===== config.mk =====
export PLATFORM = sky130hd
export DESIGN_NAME = pipelined_borrow_skip_subtractor
export DESIGN_NICKNAME = d
export VERILOG_FILES = /design/src/rtl/pipelined_borrow_skip_subtractor.sv
export SDC_FILE = /design/constraint.sdc
export NUM_CORES = 1
export LEC_CHECK = 0
export CAP_MARGIN = 20
export CORE_MARGIN = 2
export CORE_UTILIZATION = 50
export CTS_CLUSTER_DIAMETER = 100
export DETAILED_ROUTE_END_ITERATION = 10
export GPL_TIMING_DRIVEN = 0
export PLACE_DENSITY_LB_ADDON = 0.05
export SKIP_CTS_REPAIR_TIMING = 1
export SYNTH_ARGS = -nofsm -noshare
export SYNTH_HDL_FRONTEND = slang
export SYNTH_SLANG_ARGS = --single-unit

===== constraint.sdc =====
create_clock -name clk -period 4.4 [get_ports clk]
set_clock_uncertainty 0.15 [all_clocks]
set_input_delay 0.44 -clock clk [delete_from_list [all_inputs] [get_ports clk]]
set_output_delay 0.44 -clock clk [all_outputs]
set_load 0.01 [all_outputs]

===== src/rtl/pipelined_borrow_skip_subtractor.sv =====
// -----------------------------------------------------------------------------
// pipelined_borrow_skip_subtractor
//
// Pipelined unsigned/two's-complement subtractor: Diff = A - B - Bin, modulo
// 2^WIDTH. The operand is split into GROUP-bit groups and each pipeline stage
// resolves one group, so a beat accepted on edge n is presented at the output
// after edge n+STAGES-1. Inside each group the borrow ripples bit by bit. A
// group whose bits all propagate (a == b) hands its incoming borrow straight
// to the next group instead of waiting for the ripple.
//
// Every stage only keeps what later stages still need:
//   - the diff bits resolved so far (grows by GROUP bits per stage);
//   - the borrow into the next group;
//   - the operand bits not yet consumed (shrinks by GROUP bits per stage).
// The operand MSBs used for signed overflow are the top bits of the unconsumed
// operand slice, so they reach the last stage without extra state.
//
// Handshake is bubble-collapsing: a stage accepts new data whenever it is
// empty or its successor is accepting. in_ready therefore drops only when every
// stage holds a beat and the output is stalled.
//
// Ports:
//   clk        in   rising-edge clock
//   rst_n      in   synchronous active-low reset; flushes all in-flight beats
//   in_valid   in   operand beat valid
//   in_ready   out  block accepts a beat this cycle (0 while rst_n is low)
//   A, B       in   minuend / subtrahend, WIDTH bits
//   Bin        in   borrow in
//   out_valid  out  result beat valid
//   out_ready  in   downstream accepts the result this cycle
//   Diff       out  A - B - Bin modulo 2^WIDTH
//   Bout       out  borrow out (A < B + Bin, unsigned)
//   Ovf        out  signed overflow of the subtraction
//   Zero       out  Diff == 0
//
// WIDTH must be an integer multiple of GROUP.
// -----------------------------------------------------------------------------
module pipelined_borrow_skip_subtractor #(
    parameter int WIDTH = 32,
    parameter int GROUP = 8,
    localparam int STAGES = WIDTH / GROUP
) (
    input  logic             clk,
    input  logic             rst_n,
    input  logic             in_valid,
    output logic             in_ready,
    input  logic [WIDTH-1:0] A,
    input  logic [WIDTH-1:0] B,
    input  logic             Bin,
    output logic             out_valid,
    input  logic             out_ready,
    output logic [WIDTH-1:0] Diff,
    output logic             Bout,
    output logic             Ovf,
    output logic             Zero
);

    // stage_ready[k] is the load enable of stage k; the extra top entry is the
    // downstream acceptance.
    logic [STAGES:0] stage_ready;

    assign stage_ready[STAGES] = out_ready;

    // Reset overrides any handshake, so nothing is taken while rst_n is low.
    assign in_ready = stage_ready[0] & rst_n;

    for (genvar gi = 0; gi < STAGES; gi++) begin : gen_stage
        localparam int LO  = gi * GROUP;   // first bit resolved here
        localparam int REM = WIDTH - LO;   // operand bits still unconsumed

        // Upstream view: operands, borrow, partial diff and valid.
        logic [REM-1:0]      src_a;
        logic [REM-1:0]      src_b;
        logic                src_bin;
        logic                src_valid;
        logic [LO+GROUP-1:0] d_next;

        // Group arithmetic.
        logic [GROUP-1:0]    grp_a;
        logic [GROUP-1:0]    grp_b;
        logic [GROUP-1:0]    grp_p;
        logic [GROUP-1:0]    grp_g;
        logic [GROUP-1:0]    grp_d;
        logic [GROUP:0]      chain;
        logic                grp_skip;
        logic                grp_bout;

        // Stage register.
        logic                vld_q;
        logic                brw_q;
        logic [LO+GROUP-1:0] d_q;

        if (gi == 0) begin : g_src
            assign src_a     = A;
            assign src_b     = B;
            assign src_bin   = Bin;
            assign src_valid = in_valid;
            assign d_next    = grp_d;
        end else begin : g_src
            assign src_a     = gen_stage[gi-1].g_ops.a_q;
            assign src_b     = gen_stage[gi-1].g_ops.b_q;
            assign src_bin   = gen_stage[gi-1].brw_q;
            assign src_valid = gen_stage[gi-1].vld_q;
            assign d_next    = {grp_d, gen_stage[gi-1].d_q};
        end

        assign grp_a = src_a[GROUP-1:0];
        assign grp_b = src_b[GROUP-1:0];

        // A borrow is generated where a=0,b=1 and passed on where a==b.
        assign grp_p = ~(grp_a ^ grp_b);
        assign grp_g = ~grp_a & grp_b;

        // Bit-level ripple; it also produces the difference bits, which need
        // the per-bit borrow regardless of the skip.
        always_comb begin
            chain    = '0;
            grp_d    = '0;
            chain[0] = src_bin;
            for (int i = 0; i < GROUP; i++) begin
                grp_d[i]     = grp_a[i] ^ grp_b[i] ^ chain[i];
                chain[i+1]   = grp_g[i] | (grp_p[i] & chain[i]);
            end
        end

        // When every bit propagates the ripple output is necessarily the
        // incoming borrow, so the skip path gives the same answer without
        // depending on the GROUP-deep chain.
        assign grp_skip = &grp_p;
        assign grp_bout = grp_skip ? src_bin : chain[GROUP];

        // Bubble-collapsing ready: an empty stage can always load.
        assign stage_ready[gi] = ~vld_q | stage_ready[gi+1];

        // Data only moves when a real beat arrives, so a stalled or drained
        // output keeps showing its last result.
        always_ff @(posedge clk) begin
            if (!rst_n) begin
                vld_q <= 1'b0;
                brw_q <= 1'b0;
                d_q   <= '0;
            end else if (stage_ready[gi]) begin
                vld_q <= src_valid;
                if (src_valid) begin
                    brw_q <= grp_bout;
                    d_q   <= d_next;
                end
            end
        end

        if (gi < STAGES - 1) begin : g_ops
            // Operand bits above this group, handed to the next stage.
            logic [REM-GROUP-1:0] a_q;
            logic [REM-GROUP-1:0] b_q;

            always_ff @(posedge clk) begin
                if (!rst_n) begin
                    a_q <= '0;
                    b_q <= '0;
                end else if (stage_ready[gi] && src_valid) begin
                    a_q <= src_a[REM-1:GROUP];
                    b_q <= src_b[REM-1:GROUP];
                end
            end
        end else begin : g_last
            // Flags are resolved alongside the top group so the outputs come
            // straight from flops. grp_a/grp_b hold the original MSBs here.
            logic ovf_q;
            logic zero_q;

            always_ff @(posedge clk) begin
                if (!rst_n) begin
                    ovf_q  <= 1'b0;
                    zero_q <= 1'b0;
                end else if (stage_ready[gi] && src_valid) begin
                    ovf_q  <= (grp_a[GROUP-1] ^ grp_b[GROUP-1]) &
                              (grp_a[GROUP-1] ^ d_next[WIDTH-1]);
                    zero_q <= ~|d_next;
                end
            end
        end
    end

    assign out_valid = gen_stage[STAGES-1].vld_q;
    assign Diff      = gen_stage[STAGES-1].d_q;
    assign Bout      = gen_stage[STAGES-1].brw_q;
    assign Ovf       = gen_stage[STAGES-1].g_last.ovf_q;
    assign Zero      = gen_stage[STAGES-1].g_last.zero_q;

endmodule


==> flow_summary.yaml, run 1 <==
critical_path:
  crit_buf_inv: 3
  critPathRequiredTime_ns: 4.61
  crit_top_cell: "fa_2"
  worstPathArrival_ns: 4.58
  reg2regPathDepth: 15
  rr_endpoint: "Zero"
  worstSetupPathType: "reg2reg"
  crit_path_top_delay_cell: "fa_2"
  r2r_start: "gen_stage[2].brw_q"
  crit_path_max_incr_delay_ns: 0.47
  startpoint_type: "register"
  critPathTopFamily: "adder cells"
  endpoint_kind: "register"
  crit_path_max_fanout: 3
  r2r_slack_ns: 0.03
  path_cells: "inv_2 > fa_1 > inv_1 > fa_2 > fa_2 > fa_2 > fa_2 > fa_2 > fa_2 > inv_2 > fa_2 > nor4_2 > nand4_1 > or4_1 > o21ai_1"
yosys:
  yosysTopAreaCellShare: 0.450
  yosys_warnings: 0
  synth_cell_types: 33
  synthArstFlopShare: 0
  synth_area_leader_cell: "dfxtp_1"
  ys_ff_latch: 186
  synthFlopType: "dfxtp_1"
  yosysMostFrequentCell: "nand2_1"
  postSynthCellCount: 929
  syn_area_per_cell_um2: 8.90
  seq_area_frac_synth: 0.450
  synth_area_um2: 8270
  synth_area_leaders: "dfxtp_1 (45%), nand2_1 (15%), a21boi_0 (9.2%)"
  synth_edf_count: 0
  synthesis.nets: 1062
  synthTopCellsByCount: "nand2_1 (336), dfxtp_1 (186), a21boi_0 (101)"
detailed_routing:
  viasPerCell: 4.86
  met1_length_um: 9190
  drcViolationCount: 0
  routed_wl_um: 18500
  ant_nets: 0
  wl_per_cell_um: 14.4
  via_count: 6244
  routed-wl-met3_um: 625
  first_pass_iters: 4
  drt_iter0_drc: 272
  highest_layer: "met4"
  dr_wl_met2_um: 8420
cts:
  htree_levels: 4
  cts_tree: "yes"
  cts_max_path_buffers: 2
  cts_buffers: 17
  clk_pin_slew_ns: 0.06
  clk_latency_ns: 0.43
  cts-root-buf: "clkbuf_16"
  numClockSinks: 186
floorplanning:
  die_h_um: 133
  ios: 106
  start_util: 0.506
  num_rows: 47
  fp.dieW_um: 133
  core_area_um2: 16300
  dieArea_um2: 17600
timing:
  maxSlewViolCount: 0
  period_share: 0.994
  setup_tns_ns: 0
  tightestPinTransition_ns: 0.640
  layout_min_cycle_time_ns: 4.37
  rsz0062_at_grt: "yes"
  finalHoldViolations: 0
  slew_headroom: 0.573
  fmax_mhz: 229
  setup_violations: 0
cells_and_area:
  nets: 1185
  drive_gt1_frac: 0.0657
  syn2layout_area_growth_pct: 23.7
  diodes: 0
  fin_cells: 1285
grt:
  antenna_found_initial: 0
  grt_pass1_vias: 6186
  grt_pass1_wl_um: 30900
  grt_max_degree: 17
  track_usage: 0.221
  grt_remaining_overflow: 0
min_path:
  whs_path_depth: 2
  hold_class: "reg2reg"
  hp-start: "gen_stage[1].g_ops.a_q[14]"
  min_to: "gen_stage[1].g_ops.a_q[14]"
placement:
  place_congestion: 0.855
  dp_hpwl_um: 14300
  port_buffers: 104
  dp_cells: 1253
power:
  peakVddDrop_mv: 0.297
  p_int_uw: 2880
  swShare: 0.236
  powerDensity_nw_per_um2: 369
  power_frac_seq: 0.472
  p_comb_frac: 0.107
  finalPower_uw: 3770
  p_leak_uw: 0.00402
  switchingPower_uw: 890
  p_clk_frac: 0.421
outcome:
  status: "completed"
flow_run:
  drv_cap: 0
[tightest hold or removal path: cells and delay by family (launching register included)]
kind	cells	cell delay, ns
AND/OR/NAND/NOR	1	0.05
flip-flops	1	0.31
AO/OA/AOI/OAI	1	0.05
[routing by layer]
layer / up-vias / track usage
met3: 17 / 0.0375
met1: 2874 / 0.305
met4: 0 / 0.0627
met2: 110 / 0.359
li1: 3243 / -
met5: - / 0
[kinds of logic (layout without fill, tap and decap cells)]
kind of cell | count (synthesis) | count (layout) | share of synthesized area
flip-flops | 186 | 186 | 0.450
buffers and inverters | 112 | 248 | 0.0590
XOR/XNOR | 1 | 1 | 0.00106
AND/OR/NAND/NOR | 369 | 369 | 0.179
adder cells (fa/ha/maj) | 64 | 64 | 0.126
AO/OA/AOI/OAI | 197 | 197 | 0.185
[state kept, by name, indices dropped and copies added (netlist names)]
register and cells:
out_valid 1, gen_stage.g_ops.a_q 48, gen_stage.d_q 48, Diff 32
gen_stage.vld_q 3, Bout 1, gen_stage.brw_q 3, Ovf 1
gen_stage.g_ops.b_q 48, Zero 1
[final cells by class]
type,count,area [µm²]
Buffer,57,282
Clock buffer,23,478
Clock inverter,9,136
Fill cell,1563,6120
Inverter,55,206
Multi-Input combinational cell,631,4080
Sequential cell,186,3730
Tap cell,220,275
Timing Repair Buffer,104,1040
[power by group through the flow]
stage | Clock, µW | Combinational, µW | Sequential [µW]
3_3_place_gp | 0 | 397 | 1820
6_report | 1590 | 403 | 1780
2_1_floorplan | 0 | 229 | 1810
5_1_grt | 1680 | 451 | 1790
3_5_place_dp | 0 | 400 | 1820
4_1_cts | 1610 | 403 | 1780
[worst max-delay path by stage]
| stage | startpoint | end | slack (ns) | cells past startpoint |
|---|---|---|---|---|
| after floorplan | gen_stage[2].brw_q | Zero | 0.08 | 15 |
| after global placement | gen_stage[2].brw_q | Zero | -0.37 | 15 |
| after detailed placement | gen_stage[2].brw_q | Zero | -0.40 | 15 |
| after CTS | gen_stage[2].brw_q | Zero | -0.42 | 15 |
| after global routing | gen_stage[2].g_ops.b_q[0] | Zero | -0.03 | 15 |
| final | gen_stage[2].brw_q | Zero | 0.03 | 15 |
[cell usage in the layout (no fill, tap or decap), types with 6 or more instances in the layout]
cell and instances:
a21boi_0 101, a21boi_1 55, buf_2 18, buf_6 6
clkbuf_1 36, clkbuf_16 17, clkdlybuf4s50_1 104, dfxtp_1 183
fa_1 25, fa_2 7, ha_1 32, inv_1 52
nand2_1 336, nand4_1 9, o211a_1 24, o21ai_0 6
[metrics by stage]
stage,hold slack (ns),setup WS (ns),cell area [µm²],util
after floorplan,0.281,0.0830,8270,-
after global placement,0.292,-0.371,9580,0.586
after detailed placement,0.295,-0.401,9580,0.586
after CTS,0.305,-0.421,10200,0.624
after global routing,0.320,-0.0288,10200,0.625
final,0.304,0.0268,10200,0.625
No activity file was read; power rests on OpenSTA's default activity.
==> run 2: changes to the inputs <==
Settings changed: ABC_AREA from default to 1, CORE_UTILIZATION 50 to 49.
==> flow_summary.yaml, run 2 <==
floorplanning:
  die_h_um: 130
  ios: 106
  dieArea_um2: 17000
  start_util: 0.497
  fp.dieW_um: 130
  core_area_um2: 15700
  num_rows: 46
critical_path:
  path_cells: "inv_1 > fa_1 > inv_1 > fa_1 > fa_1 > fa_2 > fa_1 > fa_2 > fa_1 > inv_1 > fa_1 > nor2_1 > nand2_1 > nor2_1 > nand3_1 > nor2_1 > nor2_1 > nor2_1"
  startpoint_type: "register"
  crit_path_max_incr_delay_ns: 0.43
  rr_endpoint: "Zero"
  reg2regPathDepth: 18
  r2r_start: "gen_stage[2].g_ops.b_q[0]"
  crit_buf_inv: 3
  critPathRequiredTime_ns: 4.61
  r2r_slack_ns: 0.24
  crit_path_top_delay_cell: "fa_1"
  crit_top_cell: "fa_1"
  worstPathArrival_ns: 4.38
  crit_path_max_fanout: 2
  worstSetupPathType: "reg2reg"
  endpoint_kind: "register"
  critPathTopFamily: "adder cells"
cells_and_area:
  final_cell_mix: "nor2_1 (271), dfxtp_1 (186), o21ai_0 (160)"
  postLayoutCellArea_um2: 9740
  mostFrequentLayoutCell: "nor2_1"
  syn2layout_area_growth_pct: 24.7
  diodes: 0
  nets: 1203
  reg_top3: "gen_stage.d_q x48, gen_stage.g_ops.a_q x48, gen_stage.g_ops.b_q x48"
  fin_cells: 1299
  drive_gt1_frac: 0.0748
detailed_routing:
  viasPerCell: 4.72
  wl_per_cell_um: 13.4
  routed_wl_um: 17500
  drcViolationCount: 0
  ant_nets: 0
  via_count: 6129
  drt_iter0_drc: 326
  first_pass_iters: 4
power:
  powerDensity_nw_per_um2: 406
  finalPower_uw: 3950
  peakVddDrop_mv: 0.277
  p_leak_uw: 0.00404
cts:
  clk_latency_ns: 0.43
  clk_pin_slew_ns: 0.07
  numClockSinks: 186
  cts-root-buf: "clkbuf_16"
  cts_max_path_buffers: 2
  cts_buffers: 17
  cts_tree: "yes"
  htree_levels: 4
yosys:
  synth_area_leader_cell: "dfxtp_1"
  synthFlopType: "dfxtp_1"
  yosys_warnings: 0
  synth_area_leaders: "dfxtp_1 (48%), nor2_1 (13%), o21ai_0 (10%)"
  synth_edf_count: 0
  synth_cell_types: 21
  seq_area_frac_synth: 0.477
  yosysMostFrequentCell: "nor2_1"
  yosysTopAreaCellShare: 0.477
  postSynthCellCount: 947
  synthesis.nets: 1080
  synth_area_um2: 7810
  synthTopCellsByCount: "nor2_1 (271), dfxtp_1 (186), o21ai_0 (160)"
  syn_area_per_cell_um2: 8.25
  ys_ff_latch: 186
  synthArstFlopShare: 0
grt:
  track_usage: 0.219
  grt_pass1_wl_um: 28600
  grt_max_degree: 17
  grt_pass1_vias: 5691
  antenna_found_initial: 0
  grt_remaining_overflow: 0
placement:
  port_buffers: 104
  place_congestion: 0.792
  post_dp_cell_area_um2: 9120
  dp_cells: 1267
  dp_hpwl_um: 13600
min_path:
  hold_class: "reg2reg"
  whs_path_depth: 2
  hp-start: "gen_stage[1].brw_q"
  min_to: "gen_stage[1].brw_q"
outcome:
  status: "completed"
timing:
  layout_min_cycle_time_ns: 4.16
  tightestPinTransition_ns: 0.569
  finalHoldViolations: 0
  fmax_mhz: 240
  slew_headroom: 0.621
  setup_violations: 0
  period_share: 0.946
  maxSlewViolCount: 0
  setup_tns_ns: 0
  rsz0062_at_grt: "no"
flow_run:
  drv_cap: 0
run 2: worst max path at each step:
stage | startpoint | to | slack, ns | cells past startpoint
2_1_floorplan | gen_stage[2].brw_q | Zero | 0.42 | 18
3_3_place_gp | A[0] | gen_stage[0].d_q[7] | -0.07 | 13
3_5_place_dp | A[0] | gen_stage[0].d_q[7] | -0.09 | 13
4_1_cts | gen_stage[2].brw_q | Zero | 0.10 | 18
5_1_grt | gen_stage[2].g_ops.b_q[0] | Zero | 0.03 | 18
6_report | gen_stage[2].g_ops.b_q[0] | Zero | 0.24 | 18
run 2: through the flow:
| stage | setup slack [ns] | hold slack, ns | utilization |
|---|---|---|---|
| 6_report | 0.237 | 0.326 | 0.620 |
| 3_5_place_dp | -0.0864 | 0.314 | 0.580 |
| 3_3_place_gp | -0.0713 | 0.306 | 0.580 |
| 4_1_cts | 0.102 | 0.325 | 0.619 |
| 2_1_floorplan | 0.420 | 0.290 | - |
| 5_1_grt | 0.0335 | 0.344 | 0.620 |
run 2: where the power goes:
part | internal (µW) | switching (µW) | leakage (µW)
combinational | 243 | 291 | 0.00222
clock | 915 | 660 | 0.000288
sequential | 1780 | 59.2 | 0.00153
total | 2940 | 1010 | 0.00404
run 2: final cells by class:
| cell class | count | area, µm² |
|---|---|---|
| fill | 1458 | 5980 |
| sequential | 186 | 3720 |
| multi-input combinational | 637 | 3540 |
| timing repair buffer | 104 | 1040 |
| clock buffer | 19 | 443 |
| buffer | 55 | 288 |
| tap | 216 | 270 |
| inverter | 69 | 259 |
| clock inverter | 13 | 168 |
run 2: kinds of logic after synthesis:
family	count (synthesis)	share of synthesized area
simple gates	336	0.168
compound gates	237	0.152
fa+ha+maj	64	0.133
flops	186	0.477
buf+inv	124	0.0700
run 2: worst min-delay path, cell delays in order, from the launching register on:
cell and delay [ns]:
dfxtp_1 0.31, nand2_1 0.06, a21oi_1 0.05
run 2: per-layer routing:
layer / global-route usage / up-vias / wire length (µm)
li1: - / 3259 / -
met1: 0.311 / 2722 / 8990
met4: 0.0759 / 0 / 294
met2: 0.338 / 128 / 7560
met3: 0.0390 / 20 / 611
met5: 0 / - / 0
==> run 3: changes to the inputs <==
Settings changed: CORE_UTILIZATION 49 to 55.
Clock period 4.4 ns to 4.5 ns, I/O delays scaled along.
==> flow_summary.yaml, run 3 (synthesized netlist as in run 2, its figures left out) <==
cts:
  cts_buffers: 17
  cts-root-buf: "clkbuf_16"
  htree_levels: 4
  cts_tree: "yes"
  clk_latency_ns: 0.43
  cts_max_path_buffers: 2
  numClockSinks: 186
  clk_pin_slew_ns: 0.07
detailed_routing:
  via_count: 6322
  routed_wl_um: 17600
  wl_per_cell_um: 13.9
  drcViolationCount: 0
  viasPerCell: 5.01
  ant_nets: 0
  drt_iter0_drc: 299
  first_pass_iters: 4
critical_path:
  reg2regPathDepth: 18
  endpoint_kind: "register"
  worstPathArrival_ns: 4.48
  crit_path_max_fanout: 2
  startpoint_type: "register"
  r2r_slack_ns: 0.23
  worstSetupPathType: "reg2reg"
  critPathRequiredTime_ns: 4.72
  rr_endpoint: "Zero"
  r2r_start: "gen_stage[2].brw_q"
timing:
  period_share: 0.948
  maxSlewViolCount: 0
  layout_min_cycle_time_ns: 4.27
  fmax_mhz: 234
  rsz0062_at_grt: "no"
  slew_headroom: 0.610
  finalHoldViolations: 0
  tightestPinTransition_ns: 0.585
  setup_violations: 0
cells_and_area:
  diodes: 0
  nets: 1203
  postLayoutCellArea_um2: 9720
  reg_top3: "gen_stage.d_q x48, gen_stage.g_ops.a_q x48, gen_stage.g_ops.b_q x48"
  final.fill_count: 1175
  mostFrequentLayoutCell: "nor2_1"
  utilization: 0.700
  final_cell_mix: "nor2_1 (271), dfxtp_1 (186), o21ai_0 (160)"
  drive_gt1_frac: 0.0720
  syn2layout_area_growth_pct: 24.5
floorplanning:
  dieArea_um2: 15200
  core_area_um2: 13900
  start_util: 0.563
  num_rows: 43
  die_h_um: 123
  ios: 106
  fp.dieW_um: 123
power:
  peakVddDrop_mv: 0.285
  p_leak_uw: 0.00406
  powerDensity_nw_per_um2: 406
min_path:
  hold_class: "reg2reg"
  whs_path_depth: 2
  min_to: "gen_stage[0].d_q[4]"
  hp-start: "gen_stage[0].d_q[4]"
grt:
  grt_pass1_wl_um: 29000
  track_usage: 0.248
  antenna_found_initial: 0
  grt_remaining_overflow: 0
  grt_max_degree: 17
  grt_pass1_vias: 5988
placement:
  port_buffers: 104
  post_dp_cell_area_um2: 9070
  dp_hpwl_um: 13400
  place_congestion: 0.862
outcome:
  status: "completed"
flow_run:
  drv_cap: 0
run 3: report_power, final:
group / switching (µW) / internal (µW) / total [µW] / leakage [µW]
registers: 58.4 / 1750 / 1800 / 0.00153
logic: 291 / 240 / 531 / 0.00222
clock network: 621 / 990 / 1610 / 0.000313
run 3: final cells by class:
class	instances	area [µm²]	share of cell area
Buffer	55	288	0.0296
Sequential cell	186	3720	0.383
Multi-Input combinational cell	637	3540	0.364
Inverter	69	259	0.0266
Tap cell	180	225	0.0232
Clock inverter	10	163	0.0167
Timing Repair Buffer	104	1040	0.107
Clock buffer	22	484	0.0498
run 3: worst max-delay path, cell delays in order, from the launching register on:
cell	delay, ns
dfxtp_1	0.32
inv_1	0.12
fa_1	0.19
inv_1	0.05
fa_1	0.37
fa_1	0.39
fa_1	0.40
fa_1	0.41
fa_1	0.39
fa_1	0.37
inv_1	0.08
fa_1	0.42
nor2_1	0.12
nand2_1	0.06
nor2_1	0.08
nand3_1	0.09
nor2_1	0.09
nor2_1	0.04
nor2_1	0.07
run 3: metal layers:
metal / up-vias / GRT usage / wire (µm)
li1: 3275 / - / -
met1: 2853 / 0.323 / 8250
met2: 167 / 0.414 / 8280
met3: 27 / 0.0434 / 749
met4: 0 / 0.0895 / 323
met5: - / 0 / 0
run 3: how the worst max path moves through the flow:
stage / endpoint / slack [ns] / cells after the start / start
2_1_floorplan: Zero / 0.52 / 18 / gen_stage[2].brw_q
3_5_place_dp: gen_stage[0].d_q[7] / -0.17 / 13 / A[0]
3_3_place_gp: gen_stage[0].d_q[7] / -0.02 / 13 / A[0]
6_report: Zero / 0.23 / 18 / gen_stage[2].brw_q
4_1_cts: Zero / 0.23 / 18 / gen_stage[2].brw_q
5_1_grt: Zero / 0.01 / 18 / gen_stage[2].brw_q
run 3: stage by stage:
stage	std cells	hold slack, ns	TNS, ns	power (µW)	setup slack (ns)
after global placement	1231	0.304	-0.0224	2350	-0.0224
after global routing	1263	0.348	0	4120	0.0141
after CTS	1263	0.331	0	3960	0.233
after detailed placement	1231	0.318	-0.169	2360	-0.169
after floorplan	947	0.290	0	2150	0.520
final	1263	0.326	0	3950	0.234
==> patch (config.mk and constraints of run 3) <==
Put a register stage on the output `Ovf`, cleared by the reset. The value now appears one clock later. The other outputs are not delayed to match.
--- a/src/rtl/pipelined_borrow_skip_subtractor.sv
+++ b/src/rtl/pipelined_borrow_skip_subtractor.sv
@@ -184,7 +184,13 @@
     assign out_valid = gen_stage[STAGES-1].vld_q;
     assign Diff      = gen_stage[STAGES-1].d_q;
     assign Bout      = gen_stage[STAGES-1].brw_q;
-    assign Ovf       = gen_stage[STAGES-1].g_last.ovf_q;
+    always_ff @(posedge clk) begin
+        if (!rst_n) begin
+            Ovf <= '0;
+        end else begin
+            Ovf <= gen_stage[STAGES-1].g_last.ovf_q;
+        end
+    end
     assign Zero      = gen_stage[STAGES-1].g_last.zero_q;
 
 endmodule
Function: changed (Yosys sat finds a counterexample within 10 cycles, from zero or initial values and one cycle with rst_n low).
==> patch against run 3 <==
Sequential share of layout area shrank 0.34 points. Cell area grew 1.4%. Total power rose by 3.6%. Cell count up 0.24%. Sequential cell count grew 1. Die area increased by 0.89%. Worst setup slack gained 0.031 ns. Non-clock buffer count up 1. First-iteration DRC count fell by 5.0%. Core utilization grew 0.73 points. Routed wire length down 3.2%. Combinational power decreased by 3%. Via count is 1.4% lower. Synthesized area rose by 0.93%. Critical path type unchanged. Critical endpoint unchanged. Largest cell class unchanged.
==> patch: results (changes against run 3) <==
| Metric | Value |
|---|---|
| Met1 usage | 32.5% (+0.15 points) |
| DRT Wirelength | 17000 µm (-3.2%) |
| Leak Pwr | 4.12 nW (+1.3%) |
| Top cells by area, synth | dfxtp_1 (47%), nor2_1 (13%), o21ai_0 (9.7%), fa_1 (8.1%), ha_1 (5.1%) |
| Status | finished, final reports clean |
| Type of the worst min-delay path | register to register |
| Ys async rst share | 0% (unchanged) |
| Unique masters post-synth | 25 (+19%) |
| Post-synth net total | 1083 (+0.28%) |
| CP top delay family | adder cells |
| Met3 global-route usage | 4.26% (-0.078 points) |
| First-pass GRT wire length | 28100 µm (-3.3%) |
| Total number of vias | 6231 (-1.4%) |
| Slowest stage cell, crit path | fa_2 |
| Non-filler cells, final | 1266 (+0.24%) |
| Total GRT Usage | 24.0% (-0.79 points) |
| Place WS | 0.00450 ns (+0.174 ns) |
| H-tree depth | 4 (unchanged) |
| Critical Path Max Stage Delay | 0.46 ns (+0.04 ns) |
| Post-synthesis sequential area ratio | 47.5% (-0.19 points) |
| Skew-Pair Late Insertion Delay | 0.43 ns (about the same) |
| Grt peak-use layer | met2 |
| Met2 Track Usage GR | 38.4% (-3.0 points) |
| 1st-pass router iterations | 5 (+1) |
| CP Max Fanout | 4 (+2) |
| Maximum VDD drop | 0.261 mV (-8.6%) |
| Hpwl dp | 13100 µm (-2.4%) |
| Fill count | 1182 (+0.60%) |
| DRT iter0 DRCs | 284 (-5.0%) |
| Initial antenna violation count | 0 (unchanged) |
| Critical path arrival | 4.46 ns (-0.02 ns) |
| Normalized max-slew margin | 63.4% (+2.4 points) |
| Post-DP Area | 9150 µm² (+0.80%) |
| Layout cell share with drive strength beyond 1 | 7.92% (+0.72 points) |
| Post-Syn Instances | 950 (+0.32%) |
| Vias in the first global route | 5835 (-2.6%) |
| Largest net degree at the start of global routing | 17 (unchanged) |
| Routability cong. | 0.831 (-3.5%) |
| Nets | 1206 (+0.25%) |
| IO Port Bufs | 104 (unchanged) |
| Top cells by count, synth | nor2_1 (273), dfxtp_1 (187), o21ai_0 (153) |
| Clock Tree Root | clkbuf_16 |
[patch: cell types whose count changed after synthesis, sizes merged]
cell / change
o22ai: +1
o21ai: -2
o211ai: +1
nor2: +2
nand2: +1
buf: +1
dfxtp: +1
a21oi: -2
[patch: layout make-up]
cell class / count / area [µm²] / share of cell area [%]
clock inverters: 13 / 263 / 2.66
plain buffers: 56 / 315 / 3.20
well taps: 180 / 225 / 2.28
flip-flops and latches: 187 / 3740 / 38.0
repair buffers: 104 / 1040 / 10.6
clock buffers: 19 / 443 / 4.49
inverters: 69 / 259 / 2.63
multi-input cells: 638 / 3570 / 36.2
[patch: per-layer routing]
layer	wire (µm)	vias up	share of wire, %
met1	8360	2782	49
met3	748	25	4.4
met2	7600	148	45
li1	-	3276	-
met4	322	0	1.9
met5	0	-	0
[patch: cell families (layout without fill, tap and decap cells)]
family / count (synthesis) / count (layout) / synth area share [%]
simple gates: 339 / 339 / 16.8
compound gates: 235 / 235 / 15.2
flops: 187 / 187 / 47.5
buf+inv: 125 / 261 / 7.29
fa+ha+maj: 64 / 64 / 13.2
[patch: worst paths after layout]
kind         slack [ns]  cells past startpoint                      start   end
max                0.27                     18  gen_stage[2].g_ops.b_q[0]  Zero
min                0.29                      2  gen_stage[3].g_last.ovf_q   Ovf
max reg2reg        0.27                     18  gen_stage[2].g_ops.b_q[0]  Zero
min reg2reg        0.29                      2  gen_stage[3].g_last.ovf_q   Ovf
[patch: report_power, final]
group          leakage, nW  internal (mW)  switching (mW)
sequential            1.54           1.75          0.0592
combinational         2.23          0.236           0.278
clock                0.342           1.12           0.641
total                 4.12           3.11           0.979
